===== config.mk =====
export PLATFORM = sky130hd
export DESIGN_NAME = mux8_32b_arbiter
export DESIGN_NICKNAME = d
export VERILOG_FILES = /design/src/rtl/mux8_32b_arbiter.sv
export SDC_FILE = /design/constraint.sdc
export NUM_CORES = 1
export LEC_CHECK = 0
export ABC_AREA = 1
export CAP_MARGIN = 10
export CORE_AREA = 5 5 121 123
export DETAILED_ROUTE_END_ITERATION = 12
export DIE_AREA = 0 0 126 128
export PLACE_DENSITY = 0.77
export SLEW_MARGIN = 5
export SYNTH_ARGS = -nofsm -noshare
export SYNTH_HDL_FRONTEND = slang
export SYNTH_SLANG_ARGS = --single-unit
export TNS_END_PERCENT = 5

===== constraint.sdc =====
create_clock -name clk -period 8.2 [get_ports clk]
set_input_delay 2.05 -clock clk [delete_from_list [all_inputs] [get_ports clk]]
set_output_delay 2.05 -clock clk [all_outputs]
set_load 0.05 [all_outputs]

===== src/rtl/mux8_32b_arbiter.sv =====
// Purpose: round-robin arbiter that owns the select of a shared 8:1 x 32-bit mux
//          and gates the mux output onto a common bus while a grant is active.
// Latency: grant/sel registered one cycle after req; bus_valid/bus_data combinational.
// Backpressure: none; owner paces beats with its req bit, ends with last (or timeout).
//
// Ports:
//   clk, rst_n          clock, asynchronous active-low reset
//   req[7:0], last[7:0] per-requester request and final-beat flag (last used for owner only)
//   d0..d7[31:0]        requester data, feeding mux inputs a..h
//   gnt[7:0], sel[2:0]  registered one-hot grant and matching mux select
//   bus_valid, bus_data beat strobe and gated mux output (0 when no beat)
//   timeout             one-cycle pulse on a forced release
//
// Optional feature: define ARB_TIMEOUT_EN to build the per-grant beat limit (MAX_HOLD).

module mux8_32b (
    input  logic [31:0] a,
    input  logic [31:0] b,
    input  logic [31:0] c,
    input  logic [31:0] d,
    input  logic [31:0] e,
    input  logic [31:0] f,
    input  logic [31:0] g,
    input  logic [31:0] h,
    input  logic [2:0]  sel,
    output logic [31:0] y
);
    always_comb begin
        y = '0;
        unique case (sel)
            3'd0: y = a;
            3'd1: y = b;
            3'd2: y = c;
            3'd3: y = d;
            3'd4: y = e;
            3'd5: y = f;
            3'd6: y = g;
            3'd7: y = h;
            default: y = '0;
        endcase
    end
endmodule

module mux8_32b_arbiter #(
    parameter int MAX_HOLD = 16
) (
    input  logic        clk,
    input  logic        rst_n,
    input  logic [7:0]  req,
    input  logic [7:0]  last,
    input  logic [31:0] d0,
    input  logic [31:0] d1,
    input  logic [31:0] d2,
    input  logic [31:0] d3,
    input  logic [31:0] d4,
    input  logic [31:0] d5,
    input  logic [31:0] d6,
    input  logic [31:0] d7,
    output logic [7:0]  gnt,
    output logic [2:0]  sel,
    output logic        bus_valid,
    output logic [31:0] bus_data,
    output logic        timeout
);

    if (MAX_HOLD < 2 || MAX_HOLD > 256) begin : g_bad_hold
        $error("MAX_HOLD must be in 2..256");
    end

    typedef enum logic {
        IDLE  = 1'b0,
        GRANT = 1'b1
    } state_t;

    state_t      state, state_nxt;
    logic [7:0]  gnt_nxt;
    logic [2:0]  sel_nxt;
    logic [2:0]  ptr, ptr_nxt;     // index of the most recent owner
    logic [2:0]  win;
    logic [2:0]  idx;
    logic        found;
    logic        any_req;
    logic        release_now;
    logic        timeout_hit;
    logic [31:0] mux_out;

    mux8_32b u_mux (
        .a   (d0),
        .b   (d1),
        .c   (d2),
        .d   (d3),
        .e   (d4),
        .f   (d5),
        .g   (d6),
        .h   (d7),
        .sel (sel),
        .y   (mux_out)
    );

    assign any_req   = |req;
    assign bus_valid = (state == GRANT) && req[sel];
    assign bus_data  = mux_out & {32{bus_valid}};

    // Search starts just past the last owner and wraps, so the last owner is
    // considered only after every other requester (k == 8 lands on ptr itself).
    always_comb begin
        win   = ptr;
        idx   = '0;
        found = 1'b0;
        for (int k = 1; k <= 8; k++) begin
            idx = ptr + 3'(k);
            if (!found && req[idx]) begin
                win   = idx;
                found = 1'b1;
            end
        end
    end

    always_comb begin
        state_nxt   = state;
        gnt_nxt     = gnt;
        sel_nxt     = sel;
        ptr_nxt     = ptr;
        release_now = 1'b0;
        unique case (state)
            IDLE: begin
                if (any_req) begin
                    state_nxt = GRANT;
                    gnt_nxt   = 8'b1 << win;
                    sel_nxt   = win;
                    ptr_nxt   = win;
                end
            end
            GRANT: begin
                release_now = !req[sel] || (bus_valid && last[sel]) || timeout_hit;
                if (release_now) begin
                    if (any_req) begin
                        // Covers both hand-over and re-grant of a sole owner.
                        gnt_nxt = 8'b1 << win;
                        sel_nxt = win;
                        ptr_nxt = win;
                    end else begin
                        // sel deliberately keeps its last value.
                        state_nxt = IDLE;
                        gnt_nxt   = '0;
                    end
                end
            end
            default: begin
                state_nxt = IDLE;
                gnt_nxt   = '0;
            end
        endcase
    end

    always_ff @(posedge clk or negedge rst_n) begin
        if (!rst_n) begin
            state <= IDLE;
            gnt   <= '0;
            sel   <= '0;
            ptr   <= 3'd7;   // requester 0 wins the first search
        end else begin
            state <= state_nxt;
            gnt   <= gnt_nxt;
            sel   <= sel_nxt;
            ptr   <= ptr_nxt;
        end
    end

`ifdef ARB_TIMEOUT_EN
    localparam logic [8:0] HOLD_LIM = 9'(MAX_HOLD);

    logic [7:0] beat_cnt, beat_cnt_nxt;
    logic       new_grant;

    // Every grant issue (including a re-grant) restarts the count.
    assign new_grant   = any_req && ((state == IDLE) || release_now);
    // Nine-bit compare so MAX_HOLD = 256 is reachable from an 8-bit count.
    assign timeout_hit = bus_valid && (({1'b0, beat_cnt} + 9'd1) == HOLD_LIM);
    assign timeout     = timeout_hit;

    always_comb begin
        beat_cnt_nxt = beat_cnt;
        if (new_grant) begin
            beat_cnt_nxt = '0;
        end else if (bus_valid) begin
            beat_cnt_nxt = beat_cnt + 8'd1;
        end
    end

    always_ff @(posedge clk or negedge rst_n) begin
        if (!rst_n) begin
            beat_cnt <= '0;
        end else begin
            beat_cnt <= beat_cnt_nxt;
        end
    end
`else
    assign timeout_hit = 1'b0;
    assign timeout     = 1'b0;
`endif

endmodule


Word-level counts from Yosys, hierarchy flattened
Cells that the tools add are included.

Output and inout bits: 45. Bits in registers: 15. Logic and storage cells: 102. Input bits: 274.

Equal/unequal tests: 9. Reduce and logical (&&, ||, !) cells: 21. $lt $le $gt $ge: 9. Bitwise logic cells: 2. Add/subtract/negate cells: 7. Mux-type cells: 49. Shift operators: 1.

Operators by type and width (number): 32-bit one-hot mux with 8 select lines (1); 3-bit by 4-bit less-than comparator with 1-bit output (second input constant) (9); 3-bit two-way mux (12); 32-bit bitwise AND (1); 1-bit binary-select mux with 3-bit select (10); 8-bit two-way mux (3); 1-bit two-way mux (19); 8-bit one-hot mux with 2 select lines (1); 3-bit adder (second input constant) (4); 3-bit equality test (second input constant) (4); 3-bit one-hot mux with 2 select lines (2); 1-bit logical AND (9); 1-bit logical NOT (8); 8-bit OR reduction (1); 1-bit by 3-bit << shifter with 8-bit output (first input constant) (1); 3-bit by 2-bit adder with 3-bit output (second input constant) (2); 3-bit by 2-bit equality test with 1-bit output (second input constant) (2); 3-bit by 1-bit adder with 3-bit output (second input constant) (1); 3-bit by 1-bit equality test with 1-bit output (second input constant) (1); 3-bit logical NOT (1); 2-bit by 1-bit != test with 1-bit output (second input constant) (1); 2-bit != test (second input constant) (1); 1-bit one-hot mux with 2 select lines (1); 2-bit AND reduction (1); 2 further kinds (2).

Depth between registers and ports, before layout
Depth in word-level cells: 29. Mapped depth: 22. Depth with buffers taken out: 19.

Cells and area by module
From an unflattened synthesis, not the netlist that was laid out.

Cell total of the unflattened synthesis: 857. Area total of the unflattened synthesis: 4393.0 µm².

By module, submodules not included: mux8_32b (sequential area each 0.0 µm², cells each 547, instances 1, area each 2578.7 µm²); mux8_32b_arbiter (sequential area each 379.1 µm², cells each 310, instances 1, area each 1814.2 µm²).

Worst setup path before layout
Ideal clock, no wire load.

Path type: input -> output. From: input req[2]. To: output bus_data[15]. Path buffers: 1. Path slack: 2.326 ns. Data required time: 6.150 ns. Arrival: 3.824 ns. Stages: 9. Cells stage by stage: nand2_1 -> nand4_1 -> nor2_1 -> nor2_1 -> o21ai_1 -> inv_2 -> buf_2 -> o21ai_0 -> a21oi_1.

Word-level cells in the longest chain between the ends: 4.

RTL lines: from (decl) (RTL line 49) `input logic [7:0] req,`; 1-bit binary-select mux with 3-bit select (RTL line 101) `assign bus_valid = (state == GRANT) && req[sel];`; 1-bit two-way mux (not written as such) (RTL line 101); 1-bit logical AND (RTL line 101); named net bus_valid (RTL line 61) `output logic bus_valid,`; 32-bit bitwise AND (RTL line 102) `assign bus_data = mux_out & {32{bus_valid}};`; to (decl) (RTL line 62) `output logic [31:0] bus_data,`.

The timed path passes the listed nets, and every way through them passes these cells. The select of a mux whose other input is x is not followed.

Worst setup path after layout
From: input req[2]. To: output bus_data[21].

Word-level cells in the longest chain between the ends: 4.

RTL lines (RTL line): 1-bit binary-select mux with 3-bit select (101); 1-bit two-way mux (not written as such) (101); 1-bit logical AND (101); 32-bit bitwise AND (102).

No other way between the ends. The select of a mux whose other input is x is not followed.

==> flow_summary_export.csv <==
group,metric,value,unit
clock_tree,clk_latency,0.24,ns
synthesis,syn_inst,509,
finish,drive_gt1_frac,0.09542,
synthesis,syn-cell-area,3198,um2
synthesis,avgSynthCellArea,6.283,um2
pwr,power.density,466.0,nW/um2
global_routing,grt_max_degree,33,
synthesis,yosys.area_share.simple,0.4018,
setup_path,cp_slowest_cell,"clkdlybuf4s50_1",
pwr,power,3.073,mW
flow_run,max_cap_violations,0,
synthesis,ys_ff_latch,15,
synthesis,synth_xor_area_frac,0.01017,
pwr,power_leakage,2.582,nW
timing,layout_setup_ws,1.471,ns
setup_path,critPathMaxStageDelay,0.83,ns
finish,antenna_cells,0,
clock_tree,cts_buffers,3,
synthesis,seq_area_frac_synth,0.1185,
synthesis,synth_top_area_cell,"nand2_1",
finish,final_common_cell,"clkdlybuf4s50_1",
timing,skew,0.002043,ns
timing,hold_violations,0,
route,wl_per_cell,20.10,um
setup_path,r2r_slack,5.09,ns
clock_tree,clockBufferDepth,2,
hold_path,hp-class,"reg -> reg",
floorplanning,start_util,0.2359,
synthesis,synth_fa_ha_area_frac,0.007825,
pwr,ir_drop,0.0004356,V
global_routing,overflow,0,
synthesis,ys_warn_count,0,
clock_tree,cts_tree,"yes",
timing,max_freq,148.6,MHz
clock_tree,htreeDepth,1,
floorplanning,dieArea,16130,um2
finish,area_delta_synth_final,106.2,%
placed_design,dp.cells,983,
synthesis,synth_mux_area_frac,0,
clock_tree,cts_setup_buffers,0,
timing,fin_crit,6.729,ns
timing,slew_violations,0,
placed_design,place_worst_setup_slack,1.491,ns
timing,tns,0,ns
status,status,"finished clean",
route,routed_wl,19.84,mm
route,drtIter0Drc,347,
global_routing,antenna_found_initial,0,
route,vias_per_cell,5.105,
floorplanning,pin_count,319,
placed_design,gp_congestion,0.9074,
hold_path,holdPathStages,2,
clock_tree,postCtsHoldBufs,0,
synthesis,synth_cell_types,42,
route,first_pass_iters,5,
route,post-route-drc-count,0,
floorplanning,core_area,13560,um2
finish,layout_common_cells,"clkdlybuf4s50_1, nand2_1, a221oi_1",
timing,rsz0062_at_grt,"false",
setup_path,path_cells,"clkdlybuf4s50_1, nand2_1, nand4_1, nor2_1, nor2_1, o21ai_1, buf_4, inv_2, o21ai_0, a21oi_1, clkdlybuf4s50_1",
synthesis,ys_top_cells_by_area,"nand2_1, a221oi_1, dfrtp_1, nand3_1, a22oi_1",
global_routing,grt_pass1_wl,28.90,mm
global_routing,grt_pass1_vias,4906,
finish,fin_nets,1084,
synthesis,yosys.area.top_type_share,0.1890,
finish,final_util,0.4863,
timing,period_share,0.8206,
floorplanning,die_w,126,um
setup_path,start_kind,"input pin",
synthesis,synth_top_family_by_area,"simple AND/OR/NAND/NOR gates",
placed_design,dpl.hpwl,16.09,mm
timing,relSlewSlack,0.5337,
timing,worst_slew_pin_slew,0.6973,ns
synthesis,synth_compound_area_frac,0.3666,
clock_tree,root_buffer,"clkbuf_16",
route,antenna_left,0,
finish,instances_no_fill,987,
setup_path,r2r_cells,14,
clock_tree,clkSinkCount,15,
setup_path,crit_fanout,19,
synthesis,syn_nets,785,
setup_path,critPathKind,"in -> out",
timing,setup_viol,0,
clock_tree,cts-resized-gates,0,
setup_path,cp.required,6.15,ns
setup_path,critPathArrivalTime,4.68,ns
floorplanning,fp.dieH,128,um
route,dr_total_vias,5039,
global_routing,grt_util_all_layers,0.2263,
floorplanning,fp-row-count,43,
setup_path,endpoint_kind,"output port",
placed_design,numPortBuffers,317,
clock_tree,clk_pin_slew,0.05,ns
==> kinds of logic (layout without fill, tap and decap cells) <==
kind of cell	after synthesis	after routing
simple gates	261	261
flops	15	15
fa+ha+maj	2	2
buf+inv	70	368
other cells	1	1
compound gates	158	158
xor+xnor	2	2
==> final timing paths <==
check                                endpoint               start
min in group asynchronous  gnt[1]$_DFFE_PN0P_               rst_n
hold reg to reg            gnt[7]$_DFFE_PN0P_  gnt[7]$_DFFE_PN0P_
setup reg to reg           gnt[3]$_DFFE_PN0P_  ptr[1]$_DFFE_PN1P_
setup / recovery                 bus_data[21]              req[2]
hold / removal             gnt[7]$_DFFE_PN0P_  gnt[7]$_DFFE_PN0P_
max in group asynchronous  sel[1]$_DFFE_PN0P_               rst_n
==> layer usage <==
metal  global-route usage  share of wire  up-vias
met5                    0              0        -
met4              0.04858          0.022        0
met3              0.03917          0.080       35
met2               0.4028           0.50      250
met1               0.2868           0.40     2299
li1                     -              -     2455
==> worst max-delay path: cells and delay by family <==
kind | cells | cell delay [ns]
buf+inv | 4 | 1.89
simple gates | 4 | 0.33
compound gates | 3 | 0.40
==> registers in the layout (all words and copies together) (netlist names) <==
| signal | cells |
|---|---|
| gnt | 8 |
| sel | 3 |
| state | 1 |
| ptr | 3 |
==> per-stage QoR <==
stage / cell area (um2) / hold slack [ns]
finish: 6594 / 0.4755
global route: 6594 / 0.5158
CTS: 6594 / 0.4791
detailed placement: 6514 / 0.4650
global placement: 6514 / 0.4657
floorplan: 3198 / 0.5467
==> cell type report <==
class	instances	area [um2]
fill	1369	6964
multi-input combinational	424	2524
inverter	38	145.1
timing repair buffer	326	3241
sequential	15	379.1
tap	180	225.2
clock inverter	1	5.005
clock buffer	3	75.07
==> power breakdown <==
group	switching, mW	internal [mW]
clock network	0.0292	0.0650
registers	0.0448	0.119
logic	1.86	0.952
==> cell usage after synthesis (all sizes together) <==
cell type,count
a21oi,20
a221oi,47
a22o,16
a22oi,24
a31oi,1
a41oi,16
buf,6
clkbuf,26
clkinv,1
conb,1
dfrtp,12
dfstp,3
ha,2
inv,37
nand2,180
nand3,48
nand4,7
nor2,23
o21a,1
o21ai,30
o21bai,1
o221ai,2
or2,1
or4,2
xnor2,2
No activity file was read; power rests on OpenSTA's default activity.
